===== src/rtl/aurora_pkg.sv =====
// Shared definitions for the Aurora 8b/10b lane striper.
// Holds the K-character byte codes and the striper state encoding.
// Optional feature macro: AURORA_STRIPER_CC_EN (adds the CC state path).
package aurora_pkg;

    localparam logic [7:0] K28_5 = 8'hBC;  // idle
    localparam logic [7:0] K27_7 = 8'hFB;  // start of channel PDU (SCP)
    localparam logic [7:0] K29_7 = 8'hFD;  // end of channel PDU (ECP)
    localparam logic [7:0] K28_0 = 8'h1C;  // pad
    localparam logic [7:0] K23_7 = 8'hF7;  // clock compensation

    typedef enum logic [2:0] {
        IDLE = 3'd0,
        OS   = 3'd1,
        SOF  = 3'd2,
        DATA = 3'd3,
        EOF  = 3'd4,
        CC   = 3'd5
    } striper_state_e;

endpackage


===== src/rtl/aurora_cc_timer.sv =====
// Clock-compensation timer for the Aurora lane striper.
// Free-running counter that raises cc_due every CC_PERIOD cycles; cc_due
// stays up until the striper acknowledges it by entering its CC state.
// Only instantiated when AURORA_STRIPER_CC_EN is defined.
module aurora_cc_timer #(
    parameter int CC_PERIOD = 5000
) (
    input  logic clk,
    input  logic rst_n,
    input  logic i_clr,
    output logic o_cc_due
);

    localparam int CW = $clog2(CC_PERIOD + 1);

    logic [CW-1:0] r_cnt;
    logic          r_due;

    // Period counter; a wrap sets the request, CC entry clears it.
    always_ff @(posedge clk) begin
        if (!rst_n) begin
            r_cnt <= '0;
            r_due <= 1'b0;
        end else begin
            if (r_cnt == CW'(CC_PERIOD - 1)) begin
                r_cnt <= '0;
                r_due <= 1'b1;
            end else begin
                r_cnt <= r_cnt + CW'(1);
                if (i_clr) begin
                    r_due <= 1'b0;
                end
            end
        end
    end

    assign o_cc_due = r_due;

endmodule


===== src/rtl/aurora_lane_striper.sv =====
// Multi-lane Aurora 8b/10b TX framer.
// Emits idles, ordered sets and SCP/ECP-framed user data, byte-striped
// across a runtime-selected number of active lanes. All lane outputs are
// registered; s_axis_tready is decoded from the current state.
// Optional feature macro: AURORA_STRIPER_CC_EN (periodic CC sequences).
module aurora_lane_striper
    import aurora_pkg::*;
#(
    parameter int NUM_LANES  = 4,
    parameter int MAX_OS_LEN = 4,
    parameter int CC_PERIOD  = 5000
) (
    input  logic                          clk,
    input  logic                          rst_n,
    input  logic [$clog2(NUM_LANES):0]    active_lanes,
    input  logic                          os_req,
    input  logic [MAX_OS_LEN*8-1:0]       os_bytes,
    input  logic [MAX_OS_LEN-1:0]         os_kmask,
    input  logic [$clog2(MAX_OS_LEN):0]   os_len,
    output logic                          os_ack,
    input  logic [NUM_LANES*8-1:0]        s_axis_tdata,
    input  logic [NUM_LANES-1:0]          s_axis_tkeep,
    input  logic                          s_axis_tlast,
    input  logic                          s_axis_tvalid,
    output logic                          s_axis_tready,
    output logic [NUM_LANES-1:0]          ctrl_out,
    output logic [NUM_LANES*8-1:0]        data_out
);

    localparam int AL_W  = $clog2(NUM_LANES) + 1;
    localparam int LEN_W = $clog2(MAX_OS_LEN) + 1;

    striper_state_e          r_state, w_next_state;
    logic [AL_W-1:0]         r_al, w_al_in, w_al_eff, w_n;
    logic [NUM_LANES-1:0]    w_lane_en, w_keep_eff;
    logic [MAX_OS_LEN*8-1:0] r_os_bytes;
    logic [MAX_OS_LEN-1:0]   r_os_kmask;
    logic [LEN_W-1:0]        r_os_last, r_os_idx, w_os_last_in;
    logic [7:0]              w_os_byte;
    logic                    w_os_k;
    logic [NUM_LANES-1:0]    r_ctrl, w_ctrl;
    logic [NUM_LANES*8-1:0]  r_data, w_data;
    logic                    r_os_ack, w_os_ack, w_latch_os;
    logic                    w_cc_due;

`ifdef AURORA_STRIPER_CC_EN
    striper_state_e r_ret_state;
    logic [1:0]     r_cc_cnt;
    logic           w_cc_enter;

    assign w_cc_enter = (r_state != CC) && (w_next_state == CC);

    aurora_cc_timer #(
        .CC_PERIOD (CC_PERIOD)
    ) u_cc_timer (
        .clk      (clk),
        .rst_n    (rst_n),
        .i_clr    (w_cc_enter),
        .o_cc_due (w_cc_due)
    );

    // Remember where to resume after CC and count its three cycles.
    always_ff @(posedge clk) begin
        if (!rst_n) begin
            r_ret_state <= IDLE;
            r_cc_cnt    <= '0;
        end else begin
            if (w_cc_enter) begin
                r_ret_state <= r_state;
            end
            r_cc_cnt <= (r_state == CC) ? r_cc_cnt + 2'd1 : '0;
        end
    end
`else
    assign w_cc_due = 1'b0;
`endif

    // Lane count clamp, active-lane mask and popcount of kept bytes.
    // IDLE uses the live (clamped) input so the mask tracks it immediately.
    always_comb begin
        if (active_lanes == '0) begin
            w_al_in = AL_W'(1);
        end else if (active_lanes > AL_W'(NUM_LANES)) begin
            w_al_in = AL_W'(NUM_LANES);
        end else begin
            w_al_in = active_lanes;
        end
        w_al_eff   = (r_state == IDLE) ? w_al_in : r_al;
        w_lane_en  = '0;
        w_keep_eff = '0;
        w_n        = '0;
        for (int unsigned i = 0; i < NUM_LANES; i++) begin
            w_lane_en[i]  = (AL_W'(i) < w_al_eff);
            w_keep_eff[i] = s_axis_tkeep[i] & w_lane_en[i];
            w_n           = w_n + AL_W'(w_keep_eff[i]);
        end
    end

    // Ordered-set length normalisation and current-byte select.
    always_comb begin
        if (os_len == '0) begin
            w_os_last_in = '0;
        end else if (os_len > LEN_W'(MAX_OS_LEN)) begin
            w_os_last_in = LEN_W'(MAX_OS_LEN - 1);
        end else begin
            w_os_last_in = os_len - LEN_W'(1);
        end
        w_os_byte = '0;
        w_os_k    = 1'b0;
        for (int unsigned k = 0; k < MAX_OS_LEN; k++) begin
            if (LEN_W'(k) == r_os_idx) begin
                w_os_byte = r_os_bytes[8*k +: 8];
                w_os_k    = r_os_kmask[k];
            end
        end
    end

    // Next state and next lane contents; inactive lanes are forced to zero last.
    always_comb begin
        w_next_state = r_state;
        w_data       = '0;
        w_ctrl       = '0;
        w_os_ack     = 1'b0;
        w_latch_os   = 1'b0;
        case (r_state)
            IDLE: begin
                for (int unsigned i = 0; i < NUM_LANES; i++) begin
                    w_data[8*i +: 8] = K28_5;
                end
                w_ctrl = '1;
                if (w_cc_due) begin
                    w_next_state = CC;
                end else if (os_req) begin
                    w_latch_os   = 1'b1;
                    w_os_ack     = 1'b1;
                    w_next_state = OS;
                end else if (s_axis_tvalid) begin
                    w_next_state = SOF;
                end
            end
            OS: begin
                for (int unsigned i = 0; i < NUM_LANES; i++) begin
                    w_data[8*i +: 8] = w_os_byte;
                    w_ctrl[i]        = w_os_k;
                end
                if (r_os_idx == r_os_last) begin
                    w_next_state = IDLE;
                end
            end
            SOF: begin
                for (int unsigned i = 0; i < NUM_LANES; i++) begin
                    w_data[8*i +: 8] = (i == 0) ? K27_7 : K28_0;
                end
                w_ctrl       = '1;
                w_next_state = DATA;
            end
            DATA: begin
                for (int unsigned i = 0; i < NUM_LANES; i++) begin
                    w_data[8*i +: 8] = K28_0;
                end
                w_ctrl = '1;
                if (w_cc_due) begin
                    w_next_state = CC;
                end else if (s_axis_tvalid) begin
                    for (int unsigned i = 0; i < NUM_LANES; i++) begin
                        if (w_keep_eff[i]) begin
                            w_data[8*i +: 8] = s_axis_tdata[8*i +: 8];
                            w_ctrl[i]        = 1'b0;
                        end else if (s_axis_tlast && (AL_W'(i) == w_n)) begin
                            w_data[8*i +: 8] = K29_7;
                        end
                    end
                    if (s_axis_tlast) begin
                        w_next_state = (w_n == r_al) ? EOF : IDLE;
                    end
                end
            end
            EOF: begin
                for (int unsigned i = 0; i < NUM_LANES; i++) begin
                    w_data[8*i +: 8] = (i == 0) ? K29_7 : K28_0;
                end
                w_ctrl       = '1;
                w_next_state = IDLE;
            end
            CC: begin
`ifdef AURORA_STRIPER_CC_EN
                for (int unsigned i = 0; i < NUM_LANES; i++) begin
                    w_data[8*i +: 8] = K23_7;
                end
                w_ctrl = '1;
                if (r_cc_cnt == 2'd2) begin
                    w_next_state = r_ret_state;
                end
`else
                w_next_state = IDLE;
`endif
            end
            default: w_next_state = IDLE;
        endcase
        for (int unsigned i = 0; i < NUM_LANES; i++) begin
            if (!w_lane_en[i]) begin
                w_data[8*i +: 8] = '0;
                w_ctrl[i]        = 1'b0;
            end
        end
    end

    // State, latched configuration and registered lane outputs.
    always_ff @(posedge clk) begin
        if (!rst_n) begin
            r_state    <= IDLE;
            r_al       <= '0;
            r_os_bytes <= '0;
            r_os_kmask <= '0;
            r_os_last  <= '0;
            r_os_idx   <= '0;
            r_ctrl     <= '0;
            r_data     <= '0;
            r_os_ack   <= 1'b0;
        end else begin
            r_state  <= w_next_state;
            r_ctrl   <= w_ctrl;
            r_data   <= w_data;
            r_os_ack <= w_os_ack;
            if (r_state == IDLE) begin
                r_al <= w_al_in;
            end
            if (w_latch_os) begin
                r_os_bytes <= os_bytes;
                r_os_kmask <= os_kmask;
                r_os_last  <= w_os_last_in;
            end
            r_os_idx <= (r_state == OS) ? r_os_idx + LEN_W'(1) : '0;
        end
    end

    assign s_axis_tready = (r_state == DATA) && !w_cc_due;
    assign os_ack        = r_os_ack;
    assign ctrl_out      = r_ctrl;
    assign data_out      = r_data;

endmodule

===== config.mk =====
export PLATFORM = sky130hd
export DESIGN_NAME = aurora_lane_striper
export DESIGN_NICKNAME = d
export VERILOG_FILES = /design/src/rtl/aurora_pkg.sv /design/src/rtl/aurora_cc_timer.sv /design/src/rtl/aurora_lane_striper.sv
export SDC_FILE = /design/constraint.sdc
export NUM_CORES = 1
export LEC_CHECK = 0
export ABC_AREA = 1
export CAP_MARGIN = 10
export CORE_AREA = 5 5 143 91
export CTS_CLUSTER_DIAMETER = 50
export DETAILED_ROUTE_END_ITERATION = 10
export DIE_AREA = 0 0 148 96
export SLEW_MARGIN = 25
export SYNTH_ARGS = -nofsm -noshare
export SYNTH_HDL_FRONTEND = slang
export SYNTH_SLANG_ARGS = --single-unit

===== constraint.sdc =====
create_clock -name clk -period 5.2 [get_ports clk]
set_input_delay 1.04 -clock clk [delete_from_list [all_inputs] [get_ports clk]]
set_output_delay 1.04 -clock clk [all_outputs]
set_load 0.05 [all_outputs]

==> reports/metrics.yaml <==
run_status:
  status: "complete, no violations"
logic_synthesis:
  ys_seq_elements: 85
  ys_seq_area_frac: 0.433
  synth_cells: 542
  ys_types: 32
  netlist_area_um2: 3930
  synth_warnings: 0
  synth.avg_cell_area_um2: 7.24
  synth.net_count: 635
detailed_routing:
  vias: 3888
  drt_iter0_markers: 230
  drc: 0
  wl_per_cell_um: 15.1
  drt-total-wl_um: 12200
  first_pass_iters: 5
  ant_nets: 0
  via_per_inst: 4.79
critical_path:
  critPathLaunchType: "primary input"
  cp_slowest_stage_delay_ps: 420
  critPathLaunch: "active_lanes[2]"
  cp_slowest_cell: "clkdlybuf4s50_1"
  end_kind: "flip-flop"
  crit_chain: "clkdlybuf4s50_1, inv_1, nand3_1, nand2_4, inv_2, nor2_2, nand2_4, nand2_4, inv_1, nor2_1, a21oi_1, ha_1, ha_1, ha_1, nand4_1, a21boi_2, o21ai_1, a21oi_1"
  cp.arrival_ps: 3850
  worstPathMaxFanout: 6
  worstPathRequired_ps: 5470
  crit_type: "in2reg"
  rr_startpoint: "r_state[0]"
global_routing:
  grt_pass1_vias: 3888
  grt_max_degree: 54
  grt_pass1_wl_um: 19500
  grt_remaining_overflow: 0
  grtUsageTotal: 0.174
  antenna_found_initial: 0
final_layout:
  final_area_um2: 5520
  drive_above_1_share: 0.0739
  final_cell_mix: "120 x clkdlybuf4s50_1, 85 x dfxtp_1, 80 x nor2_1, 68 x inv_1, 65 x nand2_1"
  syn_to_final_growth_pct: 40.6
  n_antenna_cell: 0
  utilization: 0.476
  final_common_cell: "clkdlybuf4s50_1"
  nFillCells: 1138
  final_net_count: 751
min_path:
  hp-class: "reg2reg"
  min_from: "r_os_bytes[19]"
floorplan:
  io_pins: 121
  fp.dieArea_um2: 14200
  initial_core_util: 0.339
  core_um2: 11600
  rows: 31
  die_h_um: 96
  die_x_um: 148
clock_network:
  h-tree-depth: 3
  path_clk_slew_ps: 60
  cts_sinks: 85
  holdBufCountCts: 0
  cts_buffer_depth: 2
  post_cts_buffers: 0
  cts_made_buffers: 9
  cts_tree: "done"
  clock_latency_ps: 340
  post_cts_resized: 0
  ctsRootBufferMaster: "clkbuf_16"
power:
  p_per_area_nw_per_um2: 385
  ir_worst_vdd_mv: 0.169
  p_leak_nw: 2.36
sta:
  finalSetupTns_ps: 0
  max_slew_margin: 0.350
  worst_pin_slew_ps: 974
  slew_violations: 0
  fin_skew_ps: 6.19
  grt_setup_unrepaired: "no"
  hold_viol_final: 0
  fin_crit_sh: 0.688
  finalCriticalPeriod_ps: 3580
  hold_ws_ps: 456
  setup_viol: 0
  max_freq_mhz: 280
placed_design:
  gp_congestion: 0.846
  io_buffers: 120
  place_area_um2: 5250
  dp_hpwl_um: 9540
run:
  maxCapViolCount: 0
==> logic make-up (layout without fill, tap and decap cells) <==
group,after synthesis,count (layout),synth area share
fa+ha+maj,10,10,0.0319
xor+xnor,5,5,0.0112
simple gates,211,211,0.245
compound gates,138,138,0.187
flops,85,85,0.433
buf+inv,93,214,0.0915
==> final timing paths <==
path | endpoint | slack, ps | cells past startpoint
setup reg to reg | data_out[29] | 2160 | 17
setup / recovery | data_out[29] | 1620 | 18
hold reg to reg | r_os_bytes[19] | 460 | 2
hold / removal | r_os_bytes[19] | 460 | 2
==> power breakdown <==
group | internal (W) | leakage [nW] | switching, W
clock | 0.000322 | 0.129 | 0.000259
sequential | 0.000749 | 0.701 | 0.0000397
combinational | 0.000256 | 1.53 | 0.000499
total | 0.00133 | 2.36 | 0.000798
==> stage by stage <==
step,setup WS (ps),instances,total power (W)
floorplan,2030,542,0.00129
finish,1620,811,0.00213
global route,1400,811,0.00224
CTS,1630,811,0.00214
global placement,1430,795,0.00154
detailed placement,1280,795,0.00155
==> metal layers <==
layer	vias up	track usage	routed length (µm)
li1	1998	-	-
met3	10	0.0442	685
met5	-	0	0
met1	1775	0.255	6440
met4	0	0.0384	119
met2	105	0.256	4970
==> synth_stat cells <==
master    count  share of area
dfxtp_1      85           0.43
buf_1         2         0.0019
clkbuf_1      7         0.0067
nand2_1      65          0.062
nor2_4        1         0.0029
nor2_1       80          0.076
o21bai_1      2         0.0038
a21boi_0      1         0.0019
o211ai_1      5         0.0096
nor2_2        4         0.0064
o21ai_1       7         0.0089
buf_2         7         0.0089
inv_2         7         0.0067
o21a_1        1         0.0019
a21boi_2      1         0.0029
xnor2_1       5          0.011
nand2_4       5          0.014
o21ai_0      55          0.070
ha_1         10          0.032
nand3_1      35          0.045
nor3_2        1         0.0025
nand4_1      10          0.016
clkinv_1      1        0.00096
nand2_2       5         0.0080
a31oi_1       1         0.0016
and2_4        1         0.0022
clkbuf_2      1         0.0013
nor4_1        1         0.0016
nand3_2       3         0.0076
inv_1        68          0.065
o21ai_2       4         0.0089
a21oi_1      61          0.078
==> final cells by class <==
cell class	count	area [µm²]	share of cell area
Timing Repair Buffer	122	1220	0.220
Tap cell	148	185	0.0335
Multi-Input combinational cell	364	1870	0.338
Sequential cell	85	1700	0.308
Clock inverter	6	38.8	0.00702
Inverter	76	285	0.0517
Clock buffer	10	229	0.0415
==> worst max-delay path: cells and delay by family <==
family | cells | cell delay (ps)
adders and majority gates | 3 | 850
and+or+nand+nor | 7 | 800
buffers and inverters | 4 | 620
AOI/OAI and AO/OA | 4 | 530
==> flip-flops by register name (all words and copies together) (netlist names) <==
| register | count |
|---|---|
| r_os_last | 3 |
| r_os_idx | 3 |
| ctrl_out | 4 |
| data_out | 32 |
| os_ack | 1 |
| r_os_kmask | 4 |
| r_state | 3 |
| r_os_bytes | 32 |
| r_al | 3 |
Note: power is estimated with default switching activity, not from simulation.
